[src/rtl/eth_pkg.sv]
// Shared types and helpers for the Ethernet II header inserter.
package eth_pkg;

    localparam int          ETH_HDR_BYTES  = 14;
    localparam logic [15:0] ETHERTYPE_IPV4 = 16'h0800;

    typedef enum logic [2:0] {
        IDLE,
        HDR0,
        HDR1,
        HDR2,
        PAYLOAD,
        TAIL
    } state_t;

    // Illegal keep patterns are read as a full beat.
    function automatic logic [2:0] keep2cnt(input logic [3:0] keep);
        case (keep)
            4'b1000: return 3'd1;
            4'b1100: return 3'd2;
            4'b1110: return 3'd3;
            default: return 3'd4;
        endcase
    endfunction

    function automatic logic [3:0] cnt2keep(input logic [2:0] cnt);
        case (cnt)
            3'd1:    return 4'b1000;
            3'd2:    return 4'b1100;
            3'd3:    return 4'b1110;
            default: return 4'b1111;
        endcase
    endfunction

    function automatic logic [31:0] keep_mask(input logic [3:0] keep);
        return {{8{keep[3]}}, {8{keep[2]}}, {8{keep[1]}}, {8{keep[0]}}};
    endfunction

endpackage

[src/rtl/eth_hdr_inserter.sv]
// Prepends dst MAC, src MAC and EtherType to an IP/UDP byte stream,
// re-aligning payload by two bytes through a 16-bit carry register.
module eth_hdr_inserter
    import eth_pkg::*;
#(
    parameter logic [15:0] ETHERTYPE = ETHERTYPE_IPV4
) (
    input  logic        clk,
    input  logic        reset_n,
    input  logic [47:0] mac_dest_i,
    input  logic [47:0] mac_src_i,
    input  logic [31:0] ip_udp_tdata_i,
    input  logic        ip_udp_tvld_i,
    input  logic        ip_udp_tlast_i,
    input  logic [3:0]  ip_udp_tkeep_i,
    output logic        ip_udp_rdy_o,
    output logic [31:0] eth_tdata_o,
    output logic        eth_tvld_o,
    output logic        eth_tlast_o,
    output logic [3:0]  eth_tkeep_o,
    input  logic        eth_rdy_i
);

    state_t      state;
    logic [47:0] dst_q;
    logic [47:0] src_q;
    logic [15:0] carry;
    logic [2:0]  tail_cnt;

    logic        load;
    logic        fire;
    logic [2:0]  in_cnt;
    logic [3:0]  pay_keep;
    logic [3:0]  tail_keep;

    assign load         = !eth_tvld_o || eth_rdy_i;
    assign ip_udp_rdy_o = (state == PAYLOAD) && load;
    assign fire         = ip_udp_rdy_o && ip_udp_tvld_i;

    always_comb begin
        in_cnt    = ip_udp_tlast_i ? keep2cnt(ip_udp_tkeep_i) : 3'd4;
        pay_keep  = (in_cnt <= 3'd2) ? cnt2keep(in_cnt + 3'd2) : 4'b1111;
        tail_keep = cnt2keep(tail_cnt - 3'd2);
    end

    always_ff @(posedge clk or negedge reset_n) begin
        if (!reset_n) begin
            state       <= IDLE;
            dst_q       <= '0;
            src_q       <= '0;
            carry       <= '0;
            tail_cnt    <= '0;
            eth_tdata_o <= '0;
            eth_tvld_o  <= 1'b0;
            eth_tlast_o <= 1'b0;
            eth_tkeep_o <= '0;
        end else begin
            case (state)
                IDLE: begin
                    if (load) begin
                        eth_tvld_o  <= 1'b0;
                        eth_tlast_o <= 1'b0;
                    end
                    if (ip_udp_tvld_i) begin
                        dst_q <= mac_dest_i;
                        src_q <= mac_src_i;
                        state <= HDR0;
                    end
                end
                HDR0: begin
                    if (load) begin
                        eth_tdata_o <= dst_q[47:16];
                        eth_tkeep_o <= 4'b1111;
                        eth_tlast_o <= 1'b0;
                        eth_tvld_o  <= 1'b1;
                        state       <= HDR1;
                    end
                end
                HDR1: begin
                    if (load) begin
                        eth_tdata_o <= {dst_q[15:0], src_q[47:32]};
                        eth_tkeep_o <= 4'b1111;
                        eth_tlast_o <= 1'b0;
                        eth_tvld_o  <= 1'b1;
                        state       <= HDR2;
                    end
                end
                HDR2: begin
                    if (load) begin
                        eth_tdata_o <= src_q[31:0];
                        eth_tkeep_o <= 4'b1111;
                        eth_tlast_o <= 1'b0;
                        eth_tvld_o  <= 1'b1;
                        carry       <= ETHERTYPE;
                        state       <= PAYLOAD;
                    end
                end
                PAYLOAD: begin
                    if (load) begin
                        // No input beat means an output bubble.
                        eth_tvld_o <= fire;
                        if (fire) begin
                            eth_tdata_o <= {carry, ip_udp_tdata_i[31:16]}
                                           & keep_mask(pay_keep);
                            eth_tkeep_o <= pay_keep;
                            carry       <= ip_udp_tdata_i[15:0];
                            if (ip_udp_tlast_i && in_cnt <= 3'd2) begin
                                eth_tlast_o <= 1'b1;
                                state       <= IDLE;
                            end else if (ip_udp_tlast_i) begin
                                eth_tlast_o <= 1'b0;
                                tail_cnt    <= in_cnt;
                                state       <= TAIL;
                            end else begin
                                eth_tlast_o <= 1'b0;
                            end
                        end
                    end
                end
                TAIL: begin
                    if (load) begin
                        eth_tdata_o <= {carry, 16'h0} & keep_mask(tail_keep);
                        eth_tkeep_o <= tail_keep;
                        eth_tlast_o <= 1'b1;
                        eth_tvld_o  <= 1'b1;
                        state       <= IDLE;
                    end
                end
                default: state <= IDLE;
            endcase
        end
    end

endmodule

[config.mk]
export PLATFORM = sky130hd
export DESIGN_NAME = eth_hdr_inserter
export DESIGN_NICKNAME = d
export VERILOG_FILES = /design/src/rtl/eth_pkg.sv /design/src/rtl/eth_hdr_inserter.sv
export SDC_FILE = /design/constraint.sdc
export NUM_CORES = 1
export LEC_CHECK = 0
export CORE_MARGIN = 3
export CORE_UTILIZATION = 44
export DETAILED_ROUTE_END_ITERATION = 16
export GPL_ROUTABILITY_DRIVEN = 0
export PLACE_DENSITY = 0.81
export SLEW_MARGIN = 15
export SYNTH_ARGS = -nofsm -noshare
export SYNTH_HDL_FRONTEND = slang
export SYNTH_SLANG_ARGS = --single-unit
[constraint.sdc]
create_clock -name clk -period 2.8 [get_ports clk]
set_clock_uncertainty 0.1 [all_clocks]
set_input_delay 0.56 -clock clk [delete_from_list [all_inputs] [get_ports clk]]
set_output_delay 0.56 -clock clk [all_outputs]
set_load 0.03 [all_outputs]
==> results of run 1 <==
[state kept, by name, summed over array words and instances (netlist names)]
register,flops
dst_q,48
src_q,48
eth_tdata_o,32
carry,16
eth_tkeep_o,4
state,3
tail_cnt,3
eth_tlast_o,1
eth_tvld_o,1
[where the power goes]
group          switching [mW]  internal, mW  leakage, nW
Clock                   0.811          1.12        0.233
Sequential              0.624          3.34         1.88
Combinational            2.54          2.24         1.86
Total                    3.98          6.70         3.97
[routing by layer]
metal	global-route usage [%]	wire, um	up-vias	part of all wire, %
met3	5.23	1100	25	5.9
met4	7.35	278	0	1.5
li1	-	-	2394	-
met2	37.8	9470	228	51
met5	0	0	-	0
met1	27.2	7750	2657	42
[layout make-up]
type                    instances  area (um2)  area share, %
inverters                       8        30.0          0.317
clock buffers                  22         454           4.79
well taps                     211         264           2.79
flip-flops and latches        156        3900           41.2
multi-input cells             352        2820           29.8
clock inverters                 4        22.5          0.238
repair buffers                199        1980           20.9
[cells in the mapped netlist (all sizes together), types with 2 or more instances]
| cell type | n |
|---|---|
| a21o | 7 |
| a21oi | 6 |
| a221oi | 16 |
| a22o | 15 |
| a22oi | 8 |
| a311oi | 8 |
| a31oi | 9 |
| a41oi | 2 |
| and2 | 2 |
| buf | 28 |
| clkbuf | 8 |
| dfrtp | 156 |
| ha | 3 |
| inv | 8 |
| mux2 | 108 |
| mux2i | 17 |
| nand2 | 33 |
| nand2b | 14 |
| nand3 | 9 |
| nor2 | 18 |
| nor2b | 2 |
| nor3 | 2 |
| o2111ai | 2 |
| o21ai | 55 |
[stage by stage]
| step | hold slack, ns | instance area (um2) |
|---|---|---|
| 2_1_floorplan | 0.164 | 6960 |
| 3_3_place_gp | 0.356 | 9000 |
| 3_5_place_dp | 0.369 | 9000 |
| 4_1_cts | 0.0882 | 9480 |
| 5_1_grt | 0.104 | 9480 |
| 6_report | 0.0568 | 9480 |
[worst min-delay path by stage]
stage / slack [ns] / start / to
floorplan: 0.16 / reset_n / carry[0]$_DFFE_PN0P_
global placement: 0.36 / eth_tkeep_o[3]$_DFFE_PN0P_ / eth_tkeep_o[3]$_DFFE_PN0P_
detailed placement: 0.37 / dst_q[21]$_DFFE_PN0P_ / dst_q[21]$_DFFE_PN0P_
CTS: 0.09 / reset_n / src_q[11]$_DFFE_PN0P_
global route: 0.10 / reset_n / src_q[43]$_DFFE_PN0P_
finish: 0.06 / reset_n / src_q[11]$_DFFE_PN0P_
[cells by family after synthesis]
family | share of synthesized area (%)
DFF | 56.1
AOI/OAI and AO/OA | 13.6
muxes | 19.9
and+or+nand+nor | 6.41
buffers and inverters | 3.38
adders and majority gates | 0.539
xor gates and xnor gates | 0.126
==> reports/results.tsv, run 1 <==
metric	value	unit
rsz0062_at_grt	false	
rr_startpoint	state[1]$_DFFE_PN0P_	
drt_pre_antenna_iters	4	
finalSetupTns	0	ns
dpl.hpwl	13100	um
async_flop_share	100	%
drv_slew	0	
ys_seq_elements	156	
ir_worst_vdd	639	uV
final_antenna_net_count	0	
max_cap_viol_count	0	
regToRegEndpoint	eth_tdata_o[23]$_DFFE_PN0P_	
dieWidth	132	um
drc	0	
routedWlPerCell	19.5	um
cpMostUsedCell	o21ai_0	
outcome	finished clean	
setup_viol	0	
cts_resized	0	
clkSinkCount	156	
cts_made_buffers	17	
fp-row-count	45	
clock_path_buffers	2	
cts_max_level	4	
synth.distinct_cells	46	
synth_edf_count	0	
syn_nets	692	
syn_avg_cell_area	12.6	um2
required	2.97	ns
critPathKind	in2reg	
setup_ws	0.291	ns
cp.arrival	2.68	ns
cpPeakStageDelay	0.44	ns
hold_violations	0	
cpLargestDelayFamily	compound AO/OA/AOI/OAI gates	
vias_per_cell	5.57	
first_global_vias	5780	
port_buffers	175	
antennaDiodeCount	0	
finalWirelength	18600	um
layout.nets	874	
antenna_found_initial	0	
yosys_warnings	0	
cts_root_buffer	clkbuf_16	
max_freq	399	MHz
drt_iter0_drc	369	
layout-drive-gt1-share	16.5	%
area_growth_syn_to_layout	36.1	%
nFillCells	1186	
hold_path.class	in2async	
final_cells	952	
crit_path_end	eth_tdata_o[12]$_DFFE_PN0P_	
clock_latency	0.41	ns
die_h	132	um
dr_total_vias	5304	
die_area	17400	um2
hold_buffers	0	
cp_num_buf_inv	1	
grt_pass1_wl	30400	um
crit_slowest_cell	clkdlybuf4s50_1	
yosysSeqAreaShare	56.1	%
most-common-layout-cells	clkdlybuf4s50_1, dfrtp_1, mux2_2	
cp-start-kind	input port	
num_io_pins	176	
syn-cell-area	6960	um2
clk_pin_slew	0.06	ns
gr-total-overflow	0	
start_util	45.5	%
post-cts-setup-buffers	0	
fin_crit_sh	89.6	%
timing.slew.headroom	48.0	%
setup.worst_path.end_class	flop	
final_util	61.9	%
ys.flop_type	dfrtp_1	
grt_use_total	21.9	%
r2r_setup_slack	0.31	ns
power_density	1130	nW/um2
worst_pin_slew	0.780	ns
finalCriticalPeriod	2.51	ns
pre_cts_slack	-0.0990	ns
cts_tree	done	
place_inst	926	
synth_area_leaders	dfrtp_1, mux2_2, mux2_1	
cp_num_cells	8	
synth_top_cell_by_area	dfrtp_1	
r2r_cells	6	
syn_inst	552	
cp-startpoint	ip_udp_tkeep_i[0]	
p_total	10.7	mW
p_leak	3.97	nW
layout.cells.most_common	clkdlybuf4s50_1	
path_max_fanout	8	
crit_chain	clkdlybuf4s50_1, nand4bb_1, o21ai_0, ha_1, nor2b_1, a21boi_2, a221oi_1, o21ai_0	
grt_max_degree	72	
synth_top_area_share	56.1	%
core_area	15300	um2
Power figures use the tool's default switching activity.
==> run 2: changes to the inputs <==
GPL_ROUTABILITY_DRIVEN = not set   (was 0)
==> results of run 2 <==
The final DEF is identical to that of run 1; final timing and power are the same.
==> run 3: changes to the inputs <==
RECOVER_POWER = 50   (was not set)
clock period = 2.6 ns   (was 2.8 ns; I/O delays follow)
==> reports/results.tsv, run 3 (synthesized netlist as in run 1, its figures left out) <==
metric	value	unit	change
core_area	15300	um2	unchanged
hp-start	dst_q[22]$_DFFE_PN0P_		
finalSetupTns	0	ns	unchanged
pwr-share-seq	35.5	%	-1.6 points
first_global_vias	5717		-1.1%
grt_use_met1	27.7	%	+0.43 points
vias_per_cell	5.49		-1.5%
swShare	36.2	%	-1.1 points
nFillCells	1185		-0.084%
layout-drive-gt1-share	17.2	%	+0.78 points
use_met2	37.5	%	-0.26 points
die_h	132	um	unchanged
r2r_setup_slack	0.31	ns	about the same
grt_max_degree	61		-15%
worst_pin_slew	1.38	ns	+0.602 ns
pre_cts_slack	-0.242	ns	-0.143 ns
p_total	12.0	mW	+12%
critPathKind	in2out		
cp-start-kind	input port		
fin_crit_sh	94.4	%	
setup_viol	0		unchanged
final_util	62.6	%	+0.73 points
required	1.98	ns	-0.99 ns
area_growth_syn_to_layout	37.7	%	
grt.busiest_layer	met2		
routedWlPerCell	19.4	um	-0.77%
antennaDiodeCount	0		unchanged
antenna_found_initial	0		unchanged
place_congestion	0.816		
p_leak	4.03	nW	+1.6%
multiInputGateArea	2810	um2	-0.35%
whs	0.381	ns	+0.324 ns
cp.arrival	1.84	ns	-0.84 ns
r2r_cells	3		-3
drc	0		unchanged
max_cap_viol_count	0		unchanged
gr-total-overflow	0		unchanged
grt_pass1_wl	30400	um	about the same
ir_worst_vdd	578	uV	-9.6%
rsz0062_at_grt	false		
grt_util_met3	5.34	%	+0.11 points
drv_slew	0		unchanged
clk_pin_slew	0.06	ns	about the same
seq_area	3900	um2	unchanged
place_inst	927		+0.11%
port_buffers	175		unchanged
setup.worst_path.end_class	output port		
timing.slew.headroom	7.88	%	-40 points
clkSinkCount	156		unchanged
die_area	17400	um2	unchanged
max_freq	407	MHz	
grt_use_total	21.9	%	about the same
cts_made_buffers	17		unchanged
finalWirelength	18600	um	about the same
drt_pre_antenna_iters	4		unchanged
cts_max_level	4		unchanged
hold_path.class	reg2reg		
placed_area	9000	um2	about the same
final_cells	959		+0.74%
setup_ws	0.144	ns	-0.146 ns
dieWidth	132	um	unchanged
reg_top3	dst_q x48, src_q x48, eth_tdata_o x32		
drt_iter0_drc	237		-36%
clock_latency	0.42	ns	about the same
intPower	7.64	mW	+14%
dpl.hpwl	13200	um	+0.53%
holdPathStages	1		
cts_tree	done		
most-common-layout-cells	clkdlybuf4s50_1, dfrtp_1, mux2_2		
layout.cells.most_common	clkdlybuf4s50_1		
switching_power	4.33	mW	+8.9%
fp-row-count	45		unchanged
power_density	1250	nW/um2	+11%
layout.nets	876		+0.23%
outcome	finished clean		
path_max_fanout	12		+4
dr_total_vias	5264		-0.75%
hold_end	dst_q[22]$_DFFE_PN0P_		
hold_violations	0		unchanged
start_util	45.5	%	unchanged
clock_path_buffers	2		unchanged
post-cts-setup-buffers	0		unchanged
p_comb_share	42.6	%	-2.2 points
final_antenna_net_count	0		unchanged
num_io_pins	176		unchanged
design_area	9590	um2	+1.2%
rr_startpoint	state[2]$_DFFE_PN0P_		
regToRegEndpoint	src_q[26]$_DFFE_PN0P_		
p_clk_share	21.9	%	+3.8 points
finalCriticalPeriod	2.46	ns	
cts_root_buffer	clkbuf_16		
run 3: timing repair:
item                                    4_1_cts  5_1_grt
hold buffers                                  1        0
endpoints found under the setup margin        1        1
endpoints found under the hold margin        51        0
gates resized for setup                       1        1
run 3: final cells by class:
cell class | instances | share of cell area [%]
Sequential cell | 156 | 40.7
Timing Repair Buffer | 201 | 20.4
Tap cell | 211 | 2.75
Clock buffer | 21 | 4.80
Inverter | 8 | 0.313
Multi-Input combinational cell | 352 | 29.3
Clock inverter | 10 | 1.71
run 3: worst max path at each step:
stage / slack [ns] / startpoint / cells past startpoint / endpoint
2_1_floorplan: 0.35 / ip_udp_tkeep_i[0] / 7 / eth_tdata_o[11]$_DFFE_PN0P_
3_3_place_gp: -0.07 / ip_udp_tkeep_i[0] / 9 / eth_tdata_o[14]$_DFFE_PN0P_
3_5_place_dp: -0.24 / ip_udp_tkeep_i[0] / 8 / eth_tdata_o[15]$_DFFE_PN0P_
4_1_cts: 0.19 / state[2]$_DFFE_PN0P_ / 3 / ip_udp_rdy_o
5_1_grt: 0.04 / reset_n / 3 / dst_q[40]$_DFFE_PN0P_
6_report: 0.14 / eth_rdy_i / 4 / ip_udp_rdy_o
run 3: power groups by stage:
| stage | sequential, mW | clock [mW] | combinational (mW) |
|---|---|---|---|
| floorplan | 4.58 | 0 | 2.99 |
| global placement | 4.20 | 0 | 4.96 |
| detailed placement | 4.27 | 0 | 5.13 |
| CTS | 4.25 | 2.66 | 5.18 |
| global route | 4.38 | 2.76 | 5.54 |
| finish | 4.25 | 2.62 | 5.09 |
run 3: worst max-delay path, cell delays in order:
cell and delay (ns):
dlygate4sd3_1 0.52, nand2b_1 0.36, and2_1 0.26, buf_4 0.17
run 3: metal layers:
metal / vias to the layer above / routed length (um)
met1: 2630 / 8070
li1: 2403 / -
met4: 0 / 281
met3: 23 / 1010
met2: 208 / 9230
met5: - / 0
==> RTL change 1, RTL diff (flow settings as in run 3) <==
Make the reset (`reset_n`) synchronous in one clocked block.
--- a/src/rtl/eth_hdr_inserter.sv
+++ b/src/rtl/eth_hdr_inserter.sv
@@ -44,5 +44,5 @@
     end
 
-    always_ff @(posedge clk or negedge reset_n) begin
+    always_ff @(posedge clk) begin
         if (!reset_n) begin
             state       <= IDLE;
Formal check against the unedited RTL: differs if reset_n is asserted again (counterexample within 4 cycles, from zero or initial values and one cycle with reset_n low); with reset_n held inactive, the same outputs for 4 cycles.
==> RTL change 1 against run 3 <==
Worst setup slack gained 0.12 ns; largest cell class is now multi-input combinational cells; design area grew 2.1%; sequential cell count is the same; total power shrank 14%; critical endpoint is now dst_q[44]$_SDFFE_PN0P_; critical path depth grew 2; critical path type is now in -> reg; area after synthesis grew 3.0%; clock power shrank 8.8%; routed wire length grew 7.7%.
==> RTL change 1: results (changes against run 3) <==
[global_routing]
via_count_of_the_first_global_routing_pass=6584  ; +15%
grt_util_all_layers_pct=22.3  ; +0.41 points
grt_start_max_net_pins=84  ; +38%
grt_first_pass_wirelength_mm=32.0  ; +5.4%
gr-usage-met3_pct=4.68  ; -0.66 points

[place]
pre_cts_ws_ns=-0.0553  ; +0.187 ns
dp_hpwl_mm=14.0  ; +6.3%

[synthesis]
synth.lib_cells_used.distinct=50  ; +8.7%
postSynth.asyncResetShare_pct=0  ; -100 points
synth_adder_area_share_pct=0.523  ; -0.016 points
synth.top_cells.by_area=dfxtp_1 (44%), nand2_1 (11%), a21boi_0 (9.4%)
synth_compound_area_share_pct=20.8  ; +7.3 points
yosys-mux-area-fraction_pct=5.16  ; -15 points
syn_nets=995  ; +44%
post_synth_xor_area_fraction_pct=0.244  ; +0.12 points

[drt]
drtPass1Iterations=5  ; +1
route.met3.wl_mm=1.09  ; +7.1%
vias=6682  ; +27%
detailedRoute.firstIterationViolations=536  ; +130%

[min_path]
holdCritStartpoint=dst_q[34]$_SDFFE_PN0P_
worst_hold_path_endpoint=dst_q[34]$_SDFFE_PN0P_

[worst_setup_path]
r2r_setup_slack_ns=0.28  ; -0.03 ns
crit_start=ip_udp_tvld_i
critical_path.endpoint=dst_q[44]$_SDFFE_PN0P_
r2r_start=state[2]$_SDFFE_PN0P_

[power]
p_leak_uw=0.00356  ; -12%

[timing]
worst_slew_margin_relative_to_its_limit_pct=39.8  ; +32 points

[outcome]
status=complete, no violations

[cells_and_area]
post_route_cells_drive_above_1_share_pct=9.91  ; -7.3 points

-- RTL change 1: cell types whose count changed in the layout (fill, tap and decap cells not counted), moves of 11 or more --
| cell | run 3 | this run |
|---|---|---|
| a21boi_0 | 0 | 98 |
| dfrtp_1 | 156 | 0 |
| mux2_1 | 40 | 0 |
| a22o_1 | 15 | 0 |
| o21ai_0 | 44 | 33 |
| nand2_1 | 33 | 208 |
| nand3_1 | 9 | 66 |
| dfxtp_1 | 0 | 155 |
| mux2_2 | 68 | 24 |
-- RTL change 1: through the flow --
stage	setup TNS (ns)	instances	instance area [sq um]	hold slack, ns	power [uW]
after detailed placement	-0.0866	1203	9240	0.343	8000
after global placement	0	1203	9240	0.335	7930
after global routing	0	1237	9790	0.367	10900
final	0	1237	9790	0.348	10300
after floorplan	0	855	7170	0.330	6320
after CTS	0	1235	9810	0.351	10400
-- RTL change 1: area by class of cell --
| cell class | count | area, sq um |
|---|---|---|
| fill | 1385 | 6150 |
| timing repair buffer | 210 | 2100 |
| sequential | 156 | 3120 |
| multi-input combinational | 618 | 3710 |
| tap | 216 | 270 |
| antenna | 2 | 5.00 |
| clock buffer | 22 | 484 |
| clock inverter | 10 | 88.8 |
| inverter | 3 | 11.3 |
-- RTL change 1: worst max-delay path, cell delays in order --
cell and delay, ns:
clkdlybuf4s50_1 0.58, nor4b_4 0.37, clkbuf_1 0.60, buf_12 0.23, nand2_1 0.07, a21boi_0 0.19
-- RTL change 1: where the power goes --
group          internal (uW)  switching, uW
Sequential              2930            335
Clock                   1410            976
Combinational           1910           2770
==> RTL change 2, RTL diff (config.mk and constraints of run 3) <==
Without the edit above. The 6 states of `state_t` get a Gray code encoding in 3 bits.
--- a/src/rtl/eth_pkg.sv
+++ b/src/rtl/eth_pkg.sv
@@ -6,10 +6,10 @@
 
     typedef enum logic [2:0] {
-        IDLE,
-        HDR0,
-        HDR1,
-        HDR2,
-        PAYLOAD,
-        TAIL
+        IDLE    = 3'b000,
+        HDR0    = 3'b001,
+        HDR1    = 3'b011,
+        HDR2    = 3'b010,
+        PAYLOAD = 3'b110,
+        TAIL    = 3'b111
     } state_t;
 
Function: same outputs for any inputs over 4 cycles, from zero or initial values and one cycle with reset_n low; so few cycles prove little.
==> RTL change 2 against run 3 <==
The run now ends with max-capacitance violations, max-slew violations left; sequential cell count is the same; combinational power is 3% lower; core utilization is 0.68 points lower; hold slack lost 0.0010 ns; total power decreased by 3.1%; cell count grew 4.0%; area after synthesis increased by 1.8%; sequential power grew 2%; design area is the same; global-route usage is 0.45 points lower; worst setup slack got worse by 0.043 ns; first-iteration DRC count is 33% higher; routed wire length fell by 0.96%; critical path type is now in -> reg; highest routed layer unchanged.
==> RTL change 2: results (changes against run 3) <==
[worst_setup_path]
crit_fanout=34  ; +22
worstPathArrival_ns=2.70  ; +0.86 ns
r2r_setup_slack_ns=0.17  ; -0.14 ns
worst_r2r_endpoint=dst_q[5]$_DFFE_PN0P_
r2r_start=state[0]$_DFFE_PN0P_
cp_slowest_stage_delay_ns=0.72  ; +0.20 ns
reg2reg_path_depth=4  ; +1
master_of_the_slowest_instance_on_the_critical_path=dlygate4sd3_1

[place]
port_buffers=175  ; unchanged
gpl.final_weighted_congestion=0.837  ; +2.7%
placed_cells=967  ; +4.3%
dp_hpwl_mm=13.3  ; +0.47%

[cts]
post_cts_buffers=0  ; unchanged
clk_pin_slew_ns=0.06  ; about the same
cts_buffer_depth=2  ; unchanged
postCtsResizedCells=0  ; -1
htreeDepth=4  ; unchanged
cts_made_buffers=17  ; unchanged
cts_root_cell=clkbuf_16

[synthesis]
synth.yosys.warnings=0  ; unchanged
synth.lib_cells_used.distinct=45  ; -2.2%
syn_nets=739  ; +6.8%
synth.top_cells.by_area=dfrtp_1 (55%), mux2_2 (16%), mux2i_1 (4.9%)
syn-mean-instance-area_sq_um=11.8  ; -6.5%
synth_cell_count_leaders=dfrtp_1 (156), mux2_2 (100), nand2_1 (61)
yosys_most_used_dff=dfrtp_1
seq_area_frac_synth_pct=55.1  ; -0.97 points

[cells_and_area]
final_nets=913  ; +4.2%
layout_top_registers=dst_q (48), src_q (48), eth_tdata_o (32)
post_route_cells_drive_above_1_share_pct=20.5  ; +3.2 points
filler_cell_count=1197  ; +1.0%
non_filler_instances=997  ; +4.0%

[job]
max-cap-violations=1  ; +1

[timing]
slew_viol_final=69  ; +69
worst_slew_margin_relative_to_its_limit_pct=-15.0  ; -23 points

[drt]
drc_errors=0  ; unchanged
vias=5396  ; +2.5%
drtPass1Iterations=5  ; +1
detailedRoute.firstIterationViolations=315  ; +33%
totalWireLength_mm=18.4  ; -0.96%

[global_routing]
via_count_of_the_first_global_routing_pass=5817  ; +1.7%
grt_start_max_net_pins=70  ; +15%
grt_util_all_layers_pct=21.5  ; -0.45 points
grt_first_pass_wirelength_mm=30.0  ; -1.1%
antenna_violations_before_repair=0  ; unchanged

[min_path]
min-delay-path-class=reg -> reg
worst_hold_path_endpoint=carry[8]$_DFFE_PN0P_
hold_path_depth=2  ; +1
holdCritStartpoint=carry[8]$_DFFE_PN0P_

[power]
p_leak_uw=0.00398  ; -1.3%
peak_supply_drop_mv=0.633  ; +9.6%

[outcome]
status=finished with violations
failed_checks=max-capacitance violations, max-slew violations

RTL change 2: power by group:
part	switching (uW)	total (uW)	internal [uW]
clock network	959	2320	1360
registers	741	4330	3590
logic	2580	4950	2370
total	4280	11600	7320
RTL change 2: final cells by class:
class                      count  area [sq um]  area share, %
timing repair buffer         198          1960           20.4
tap                          211           264           2.75
multi-input combinational    397          2890           30.2
clock inverter                10          93.8          0.978
inverter                       5          18.8          0.196
clock buffer                  20           457           4.76
sequential                   156          3910           40.7
RTL change 2: cell families (layout without fill, tap and decap cells):
kind of cell | count (synthesis) | in the layout | share of synthesized area [%]
compound gates | 105 | 105 | 9.34
buf+inv | 48 | 233 | 3.90
flops | 156 | 156 | 55.1
simple gates | 151 | 151 | 9.85
fa+ha+maj | 1 | 1 | 0.177
mux | 140 | 140 | 21.6
RTL change 2: routing by layer:
layer	up-vias	track usage (%)	routed length, um
li1	2491	-	-
met1	2711	27.4	7760
met4	0	6.81	289
met3	24	5.63	963
met5	-	0	0
met2	170	35.8	9410
RTL change 2: worst max-delay path by stage:
stage,from,to,slack [ns],cells after the start
3_3_place_gp,ip_udp_tkeep_i[3],eth_tdata_o[1]$_DFFE_PN0P_,-0.07,10
2_1_floorplan,ip_udp_tkeep_i[3],eth_tkeep_o[0]$_DFFE_PN0P_,0.26,8
6_report,ip_udp_tvld_i,dst_q[5]$_DFFE_PN0P_,0.10,4
3_5_place_dp,ip_udp_tkeep_i[3],eth_tdata_o[15]$_DFFE_PN0P_,-0.22,10
5_1_grt,ip_udp_tkeep_i[3],eth_tdata_o[15]$_DFFE_PN0P_,0.001,10
4_1_cts,ip_udp_tkeep_i[3],eth_tdata_o[15]$_DFFE_PN0P_,0.20,10
RTL change 2: critical path, delay by kind of cell:
| kind | cells | cell delay, ns |
|---|---|---|
| buf+inv | 2 | 1.44 |
| mux | 1 | 0.42 |
| simple gates | 1 | 0.30 |
RTL change 2: per-stage QoR:
stage | cell area, sq um | hold WS [ns] | worst slack (ns) | power [uW]
5_1_grt | 9590 | 0.408 | 0.00131 | 12300
4_1_cts | 9650 | 0.0308 | 0.198 | 11700
6_report | 9590 | 0.380 | 0.102 | 11600
3_3_place_gp | 9100 | 0.358 | -0.0731 | 9110
2_1_floorplan | 7090 | 0.124 | 0.262 | 7590
3_5_place_dp | 9100 | 0.370 | -0.222 | 9380
